### config.mk
export PLATFORM = sky130hd
export DESIGN_NAME = wb_arbiter_flat
export DESIGN_NICKNAME = d
export VERILOG_FILES = /design/src/rtl/wb_arbiter_pkg.sv /design/src/rtl/wb_arbiter_if.sv /design/src/rtl/wb_timeout_ctr.sv /design/src/rtl/wb_arbiter.sv /design/src/flat_wrapper.sv
export SDC_FILE = /design/constraint.sdc
export NUM_CORES = 1
export LEC_CHECK = 0
export ABC_AREA = 1
export CAP_MARGIN = 0
export CELL_PAD_IN_SITES_DETAIL_PLACEMENT = 0
export CELL_PAD_IN_SITES_GLOBAL_PLACEMENT = 1
export CORE_MARGIN = 4
export CORE_UTILIZATION = 40
export DETAILED_ROUTE_END_ITERATION = 8
export DONT_BUFFER_PORTS = 1
export PLACE_DENSITY_LB_ADDON = 0.1
export SLEW_MARGIN = 20
export SYNTH_ARGS = -nofsm -noshare
export SYNTH_HDL_FRONTEND = slang
export SYNTH_SLANG_ARGS = --single-unit
### constraint.sdc
create_clock -name clk -period 2 [get_ports clk]
set_input_delay 0.2 -clock clk [delete_from_list [all_inputs] [get_ports clk]]
set_output_delay 0.2 -clock clk [all_outputs]
set_load 0.01 [all_outputs]
### src/rtl/wb_arbiter_pkg.sv
// Shared definitions for the two-master register-bus arbiter:
// FSM encodings, master indices, bus widths and the grant-selection helper.
package wb_arbiter_pkg;

  localparam int ADDR_W = 7;
  localparam int DATA_W = 8;

  localparam logic [1:0] ARB_IDLE = 2'd0;
  localparam logic [1:0] ARB_BUS  = 2'd1;
  localparam logic [1:0] ARB_RET  = 2'd2;

  localparam logic M_SPI  = 1'b0;
  localparam logic M_MIDI = 1'b1;

  typedef struct packed {
    logic              we;
    logic [ADDR_W-1:0] addr;
    logic [DATA_W-1:0] data;
  } req_t;

  // A lone requester always wins; a tie goes to the round-robin pointer.
  function automatic logic pick_master(input logic ptr, input logic stb0, input logic stb1);
    logic sel;
    if (stb0 && stb1) begin
      sel = ptr;
    end else if (stb1) begin
      sel = M_MIDI;
    end else begin
      sel = M_SPI;
    end
    return sel;
  endfunction

endpackage

### src/rtl/wb_arbiter_if.sv
// Bundle of the two master request ports and the shared register-bus port.
// 'slave' is the arbiter's view (it serves the masters and drives the bus);
// 'master' is the environment's view (requesting masters plus bus slave).
interface wb_arbiter_if;
  import wb_arbiter_pkg::*;

  logic              m0_stb_i,  m1_stb_i;
  logic              m0_we_i,   m1_we_i;
  logic [ADDR_W-1:0] m0_addr_i, m1_addr_i;
  logic [DATA_W-1:0] m0_data_i, m1_data_i;
  logic              m0_ack_o,  m1_ack_o;
  logic              m0_err_o,  m1_err_o;
  logic [DATA_W-1:0] m0_data_o, m1_data_o;

  logic              s_stb_o;
  logic              s_we_o;
  logic [ADDR_W-1:0] s_addr_o;
  logic [DATA_W-1:0] s_data_o;
  logic [DATA_W-1:0] s_data_i;
  logic              s_ack_i;

  modport slave (
    input  m0_stb_i, m1_stb_i, m0_we_i, m1_we_i,
    input  m0_addr_i, m1_addr_i, m0_data_i, m1_data_i,
    output m0_ack_o, m1_ack_o, m0_err_o, m1_err_o, m0_data_o, m1_data_o,
    output s_stb_o, s_we_o, s_addr_o, s_data_o,
    input  s_data_i, s_ack_i
  );

  modport master (
    output m0_stb_i, m1_stb_i, m0_we_i, m1_we_i,
    output m0_addr_i, m1_addr_i, m0_data_i, m1_data_i,
    input  m0_ack_o, m1_ack_o, m0_err_o, m1_err_o, m0_data_o, m1_data_o,
    input  s_stb_o, s_we_o, s_addr_o, s_data_o,
    output s_data_i, s_ack_i
  );

endinterface

### src/rtl/wb_timeout_ctr.sv
// Bus-cycle watchdog: counts enabled clocks since the last clear and flags
// expiry during the LIMIT-th enabled clock, so the owner can abort on that edge.
module wb_timeout_ctr #(
  parameter int LIMIT = 16
) (
  input  logic clk,
  input  logic rst_n,
  input  logic i_clear,
  input  logic i_enable,
  output logic o_expired
);

  localparam int CW = $clog2(LIMIT + 1);

  logic [CW-1:0] r_cnt;

  // Count enabled cycles, saturating at the expiry value.
  always_ff @(posedge clk or negedge rst_n) begin
    if (!rst_n) begin
      r_cnt <= '0;
    end else if (i_clear) begin
      r_cnt <= '0;
    end else if (i_enable && (r_cnt != CW'(LIMIT - 1))) begin
      r_cnt <= r_cnt + CW'(1);
    end else begin
      r_cnt <= r_cnt;
    end
  end

  assign o_expired = i_enable && (r_cnt == CW'(LIMIT - 1));

endmodule

### src/rtl/wb_arbiter.sv
// Two-master round-robin arbiter onto a single register bus.
// Optional feature: define WB_ARB_TIMEOUT_EN to abort unacknowledged bus
// cycles after TIMEOUT_CYCLES clocks with an error pulse to the owner.
module wb_arbiter
  import wb_arbiter_pkg::*;
#(
  parameter int TIMEOUT_CYCLES = 16
) (
  input  logic         clk,
  input  logic         rst_n,
  wb_arbiter_if.slave  bus
);

  logic [1:0]        r_state;
  logic              r_ptr;
  logic              r_gnt;
  logic              r_s_stb;
  logic              r_s_we;
  logic [ADDR_W-1:0] r_s_addr;
  logic [DATA_W-1:0] r_s_data;
  logic              r_m0_ack, r_m1_ack;
  logic              r_m0_err, r_m1_err;
  logic [DATA_W-1:0] r_m0_data, r_m1_data;

  logic              w_any_stb;
  logic              w_gnt;
  req_t              w_req;
  logic              w_timeout;

  assign w_any_stb = bus.m0_stb_i | bus.m1_stb_i;
  assign w_gnt     = pick_master(r_ptr, bus.m0_stb_i, bus.m1_stb_i);

`ifdef WB_ARB_TIMEOUT_EN
  wb_timeout_ctr #(.LIMIT(TIMEOUT_CYCLES)) u_timeout (
    .clk       (clk),
    .rst_n     (rst_n),
    .i_clear   (r_state != ARB_BUS),
    .i_enable  (r_state == ARB_BUS),
    .o_expired (w_timeout)
  );
`else
  logic w_unused_cfg;
  assign w_unused_cfg = (TIMEOUT_CYCLES != 0);
  assign w_timeout    = 1'b0;
`endif

  // Select the request fields of whichever master would be granted now.
  always_comb begin
    w_req = '0;
    if (w_gnt == M_MIDI) begin
      w_req = '{we: bus.m1_we_i, addr: bus.m1_addr_i, data: bus.m1_data_i};
    end else begin
      w_req = '{we: bus.m0_we_i, addr: bus.m0_addr_i, data: bus.m0_data_i};
    end
  end

  // Arbitration FSM: grant, hold the bus frozen, complete (ack or timeout), one-cycle gap.
  always_ff @(posedge clk or negedge rst_n) begin
    if (!rst_n) begin
      r_state   <= ARB_IDLE;
      r_ptr     <= M_SPI;
      r_gnt     <= M_SPI;
      r_s_stb   <= 1'b0;
      r_s_we    <= 1'b0;
      r_s_addr  <= 7'h00;
      r_s_data  <= 8'h00;
      r_m0_ack  <= 1'b0;
      r_m1_ack  <= 1'b0;
      r_m0_err  <= 1'b0;
      r_m1_err  <= 1'b0;
      r_m0_data <= 8'h00;
      r_m1_data <= 8'h00;
    end else begin
      r_m0_ack <= 1'b0;
      r_m1_ack <= 1'b0;
      r_m0_err <= 1'b0;
      r_m1_err <= 1'b0;
      case (r_state)
        ARB_IDLE: begin
          if (w_any_stb) begin
            r_gnt    <= w_gnt;
            r_s_we   <= w_req.we;
            r_s_addr <= w_req.addr;
            r_s_data <= w_req.data;
            r_s_stb  <= 1'b1;
            r_state  <= ARB_BUS;
          end else begin
            r_state  <= ARB_IDLE;
          end
        end
        ARB_BUS: begin
          // Ack wins over a simultaneous timeout.
          if (bus.s_ack_i) begin
            r_s_stb <= 1'b0;
            r_ptr   <= ~r_ptr;
            r_state <= ARB_RET;
            if (r_gnt == M_MIDI) begin
              r_m1_ack <= 1'b1;
              if (!r_s_we) begin
                r_m1_data <= bus.s_data_i;
              end else begin
                r_m1_data <= r_m1_data;
              end
            end else begin
              r_m0_ack <= 1'b1;
              if (!r_s_we) begin
                r_m0_data <= bus.s_data_i;
              end else begin
                r_m0_data <= r_m0_data;
              end
            end
          end else if (w_timeout) begin
            r_s_stb <= 1'b0;
            r_ptr   <= ~r_ptr;
            r_state <= ARB_RET;
            if (r_gnt == M_MIDI) begin
              r_m1_err <= 1'b1;
            end else begin
              r_m0_err <= 1'b1;
            end
          end else begin
            r_state <= ARB_BUS;
          end
        end
        ARB_RET: begin
          r_state <= ARB_IDLE;
        end
        default: begin
          r_s_stb <= 1'b0;
          r_state <= ARB_IDLE;
        end
      endcase
    end
  end

  assign bus.s_stb_o   = r_s_stb;
  assign bus.s_we_o    = r_s_we;
  assign bus.s_addr_o  = r_s_addr;
  assign bus.s_data_o  = r_s_data;
  assign bus.m0_ack_o  = r_m0_ack;
  assign bus.m1_ack_o  = r_m1_ack;
  assign bus.m0_err_o  = r_m0_err;
  assign bus.m1_err_o  = r_m1_err;
  assign bus.m0_data_o = r_m0_data;
  assign bus.m1_data_o = r_m1_data;

endmodule

### src/flat_wrapper.sv
// flat-port wrapper written by rule: the top's interface ports become plain ports
module wb_arbiter_flat import wb_arbiter_pkg::*;
#(
  parameter int TIMEOUT_CYCLES = 16
)
  (clk, rst_n, bus_m0_stb_i, bus_m1_stb_i, bus_m0_we_i, bus_m1_we_i, bus_m0_addr_i, bus_m1_addr_i, bus_m0_data_i, bus_m1_data_i, bus_m0_ack_o, bus_m1_ack_o, bus_m0_err_o, bus_m1_err_o, bus_m0_data_o, bus_m1_data_o, bus_s_stb_o, bus_s_we_o, bus_s_addr_o, bus_s_data_o, bus_s_data_i, bus_s_ack_i);
  wb_arbiter_if bus_i ();
  input  logic clk;
  input  logic rst_n;
  input wire logic [$bits(bus_i.m0_stb_i)-1:0] bus_m0_stb_i;
  input wire logic [$bits(bus_i.m1_stb_i)-1:0] bus_m1_stb_i;
  input wire logic [$bits(bus_i.m0_we_i)-1:0] bus_m0_we_i;
  input wire logic [$bits(bus_i.m1_we_i)-1:0] bus_m1_we_i;
  input wire logic [$bits(bus_i.m0_addr_i)-1:0] bus_m0_addr_i;
  input wire logic [$bits(bus_i.m1_addr_i)-1:0] bus_m1_addr_i;
  input wire logic [$bits(bus_i.m0_data_i)-1:0] bus_m0_data_i;
  input wire logic [$bits(bus_i.m1_data_i)-1:0] bus_m1_data_i;
  output wire logic [$bits(bus_i.m0_ack_o)-1:0] bus_m0_ack_o;
  output wire logic [$bits(bus_i.m1_ack_o)-1:0] bus_m1_ack_o;
  output wire logic [$bits(bus_i.m0_err_o)-1:0] bus_m0_err_o;
  output wire logic [$bits(bus_i.m1_err_o)-1:0] bus_m1_err_o;
  output wire logic [$bits(bus_i.m0_data_o)-1:0] bus_m0_data_o;
  output wire logic [$bits(bus_i.m1_data_o)-1:0] bus_m1_data_o;
  output wire logic [$bits(bus_i.s_stb_o)-1:0] bus_s_stb_o;
  output wire logic [$bits(bus_i.s_we_o)-1:0] bus_s_we_o;
  output wire logic [$bits(bus_i.s_addr_o)-1:0] bus_s_addr_o;
  output wire logic [$bits(bus_i.s_data_o)-1:0] bus_s_data_o;
  input wire logic [$bits(bus_i.s_data_i)-1:0] bus_s_data_i;
  input wire logic [$bits(bus_i.s_ack_i)-1:0] bus_s_ack_i;
  assign bus_i.m0_stb_i = bus_m0_stb_i;
  assign bus_i.m1_stb_i = bus_m1_stb_i;
  assign bus_i.m0_we_i = bus_m0_we_i;
  assign bus_i.m1_we_i = bus_m1_we_i;
  assign bus_i.m0_addr_i = bus_m0_addr_i;
  assign bus_i.m1_addr_i = bus_m1_addr_i;
  assign bus_i.m0_data_i = bus_m0_data_i;
  assign bus_i.m1_data_i = bus_m1_data_i;
  assign bus_m0_ack_o = bus_i.m0_ack_o;
  assign bus_m1_ack_o = bus_i.m1_ack_o;
  assign bus_m0_err_o = bus_i.m0_err_o;
  assign bus_m1_err_o = bus_i.m1_err_o;
  assign bus_m0_data_o = bus_i.m0_data_o;
  assign bus_m1_data_o = bus_i.m1_data_o;
  assign bus_s_stb_o = bus_i.s_stb_o;
  assign bus_s_we_o = bus_i.s_we_o;
  assign bus_s_addr_o = bus_i.s_addr_o;
  assign bus_s_data_o = bus_i.s_data_o;
  assign bus_i.s_data_i = bus_s_data_i;
  assign bus_i.s_ack_i = bus_s_ack_i;
  wb_arbiter #(.TIMEOUT_CYCLES(TIMEOUT_CYCLES)) u_core (.clk(clk), .rst_n(rst_n), .bus(bus_i));
endmodule
==> impl_metrics.py <==
metrics = {
    "yosys": {
        "synthCells": 237,
        "ys_warn_count": 0,
        "synth_top_family_by_area": "simple AND/OR/NAND/NOR gates",
        "yosysUniqueCellTypes": 20,
        "synth_area_leaders": "dfrtp_1 (52%), nand2_1 (17%), nand3_1 (13%)",
        "muxShareOfSynthArea_pct": 0,
        "synth_top_cell_by_area": "dfrtp_1",
        "synth_xor_area_share_pct": 0.4670,
        "yosysSeqAreaShare_pct": 52.03,
        "ys_ff_latch": 39,
        "synth_adder_area_share_pct": 0,
        "synth_compound_area_share_pct": 0.8005,
        "syn_area_um2": 1876,
        "avgSynthCellArea_um2": 7.914,
        "async_reset_ff_share_pct": 100.0,
        "synthSimpleGateAreaFrac_pct": 34.56,
        "synth_edf_count": 0,
        "synth_flop_cell": "dfrtp_1",
        "synth_top_area_share_pct": 52.03,
    },
    "die": {
        "design.die.area_um2": 5848,
        "core_um2": 4444,
        "die_y_um": 76.48,
        "die_w_um": 76.48,
        "ios": 82,
        "start_util_pct": 42.20,
        "num_rows": 24,
    },
    "timing": {
        "drv_slew": 0,
        "fmax_mhz": 717.9,
        "tns_ps": 0,
        "period_needed_ps": 1393,
        "clock_skew_ps": 3.261,
        "timing.final.ws_setup_ps": 607.1,
        "setup_violations": 0,
        "grt_setup_unrepaired": "false",
        "hold_viol_final": 0,
        "min_period_over_period_pct": 69.64,
    },
    "critical_path": {
        "crit_required_ps": 2180,
        "worstPathArrival_ps": 1570,
        "cp_max_fo": 17,
        "r2r_start": "u_core.r_ptr",
        "crit_start": "u_core.r_ptr",
        "worst_setup_path_end_kind": "flip-flop",
        "start_kind": "flip-flop",
        "crit_type": "reg -> reg",
    },
    "cells_and_area": {
        "antenna_cells": 0,
        "synthToLayoutAreaGrowth_pct": 7.205,
        "layout-drive-gt1-share_pct": 8.333,
        "fin_nets": 284,
    },
    "clock_network": {
        "cts_root_buffer": "clkbuf_8",
        "clk_latency_ps": 290,
        "clock_sinks": 39,
        "clkSlewWorstSetupHoldPaths_ps": 80,
        "htree_levels": 2,
        "postCtsHoldBufs": 2,
        "cts_resized": 0,
        "clock_path_buffers": 2,
        "cts_tree": "done",
        "cts_setup_buffers": 0,
        "cts_made_buffers": 5,
    },
    "global_route": {
        "antenna_found_initial": 0,
        "grt-ovfl-total": 0,
        "grt.total_usage_pct": 15.32,
        "grt_pass1_vias": 1469,
        "grt_max_degree": 40,
        "grt_pass1_wl_um": 7162,
    },
    "detailed_routing": {
        "first_iter_violations": 77,
        "ant_nets": 0,
        "wl_per_cell_um": 14.83,
        "routed_wl_um": 4330,
        "vias": 1410,
        "via_per_inst": 4.829,
        "drc_errors": 0,
        "dr.pass1.iters": 4,
    },
    "place": {
        "routabilityCongestion": 0.7465,
        "hpwl_um": 3157,
        "pre_cts_ws_ps": 578.2,
        "io_buffers": 0,
    },
    "worst_hold_path": {
        "min-delay-start": "bus_s_ack_i",
        "hold_class": "in -> reg",
    },
    "pwr": {
        "total_leakage_power_nw": 1.149,
        "power_density_nw_per_um2": 1499,
        "ir_drop_mv": 0.4053,
    },
    "outcome": {
        "status": "finished, final reports clean",
    },
    "run": {
        "drv_cap": 0,
    },
}
==> cells by family (layout without fill, tap and decap cells) <==
family	Yosys count	count (layout)
buf+inv	48	50
compound gates	3	3
flops	39	39
other cells	1	2
xor+xnor	1	1
simple gates	145	145
==> sequential cells by signal (all words and copies together), names as in the netlist <==
| name | cells |
|---|---|
| u_core.bus.s_we_o | 1 |
| u_core.r_ptr | 1 |
| u_core.r_state | 2 |
| u_core.bus.s_data_o | 8 |
| u_core.bus.s_stb_o | 1 |
| u_core.bus.m0_data_o | 8 |
| u_core.r_gnt | 1 |
| u_core.bus.s_addr_o | 7 |
| u_core.bus.m1_ack_o | 1 |
| u_core.bus.m0_ack_o | 1 |
| u_core.bus.m1_data_o | 8 |
==> worst max-delay path, cell delays in order (launching register included) <==
cell and delay, ps:
dfrtp_1 390, inv_1 70, nand2_2 210, nand2_2 360
nand2_1 90, nand3_1 110, nand2_1 70
==> synth_stat cells, types with 2 or more instances <==
cell / number
nor2_1: 4
nand2_1: 85
nand3_1: 48
dfrtp_1: 39
nor2_4: 2
buf_6: 4
inv_1: 36
buf_4: 2
buf_2: 3
nand2_2: 4
==> layout by cell type (no fill, tap or decap) <==
master / n
nand2_1: 85
nand3_1: 48
dfrtp_1: 39
inv_1: 36
clkbuf_8: 7
nand2_2: 4
nor2_1: 4
nor2_4: 2
conb_1: 2
inv_2: 1
nor2_8: 1
inv_4: 1
o21ai_0: 1
nor2_2: 1
clkinv_1: 1
xor2_1: 1
o21ai_1: 1
a21oi_1: 1
clkinvlp_4: 1
buf_12: 1
dlygate4sd3_1: 1
buf_4: 1
==> final timing paths <==
| check | to | slack [ps] | depth (start not counted) |
|---|---|---|---|
| min in group asynchronous | u_core.bus.s_addr_o[0] | 370 | 2 |
| max in group asynchronous | u_core.bus.m0_data_o[3] | 1450 | 2 |
| setup reg to reg | u_core.bus.s_we_o | 610 | 6 |
| hold reg to reg | u_core.r_ptr | 470 | 1 |
| setup / recovery | u_core.bus.s_we_o | 610 | 6 |
| hold / removal | u_core.bus.m0_ack_o | 20 | 2 |
==> cell type report <==
type	count	area, um2
timing repair buffer	3	37.54
inverter	39	148.9
clock inverter	1	7.507
tap	52	65.06
fill	484	2434
clock buffer	7	96.34
multi-input combinational	151	679.4
sequential	39	975.9
==> routing by layer <==
metal  GRT usage (%)  wire [um]
met1           19.15       1933
met2           24.69       2075
met3           5.437        266
met4           4.891         55
met5               0          0
==> where the power goes <==
part           total (W)  internal (W)  switching, W
Sequential       0.00158       0.00115      0.000428
Combinational   0.000833      0.000276      0.000557
Clock           0.000599      0.000314      0.000285
==> metrics by stage <==
stage	hold WS [ps]	util, %	instances	power [W]	cell area, um2
floorplan	-95.59	-	238	0.002243	1879
global placement	-94.37	42.23	282	0.002400	1877
detailed placement	-94.46	42.23	282	0.002435	1877
CTS	11.27	45.24	292	0.003066	2011
global route	21.21	45.24	292	0.003260	2011
finish	17.76	45.24	292	0.003014	2011
Power figures use the tool's default switching activity.
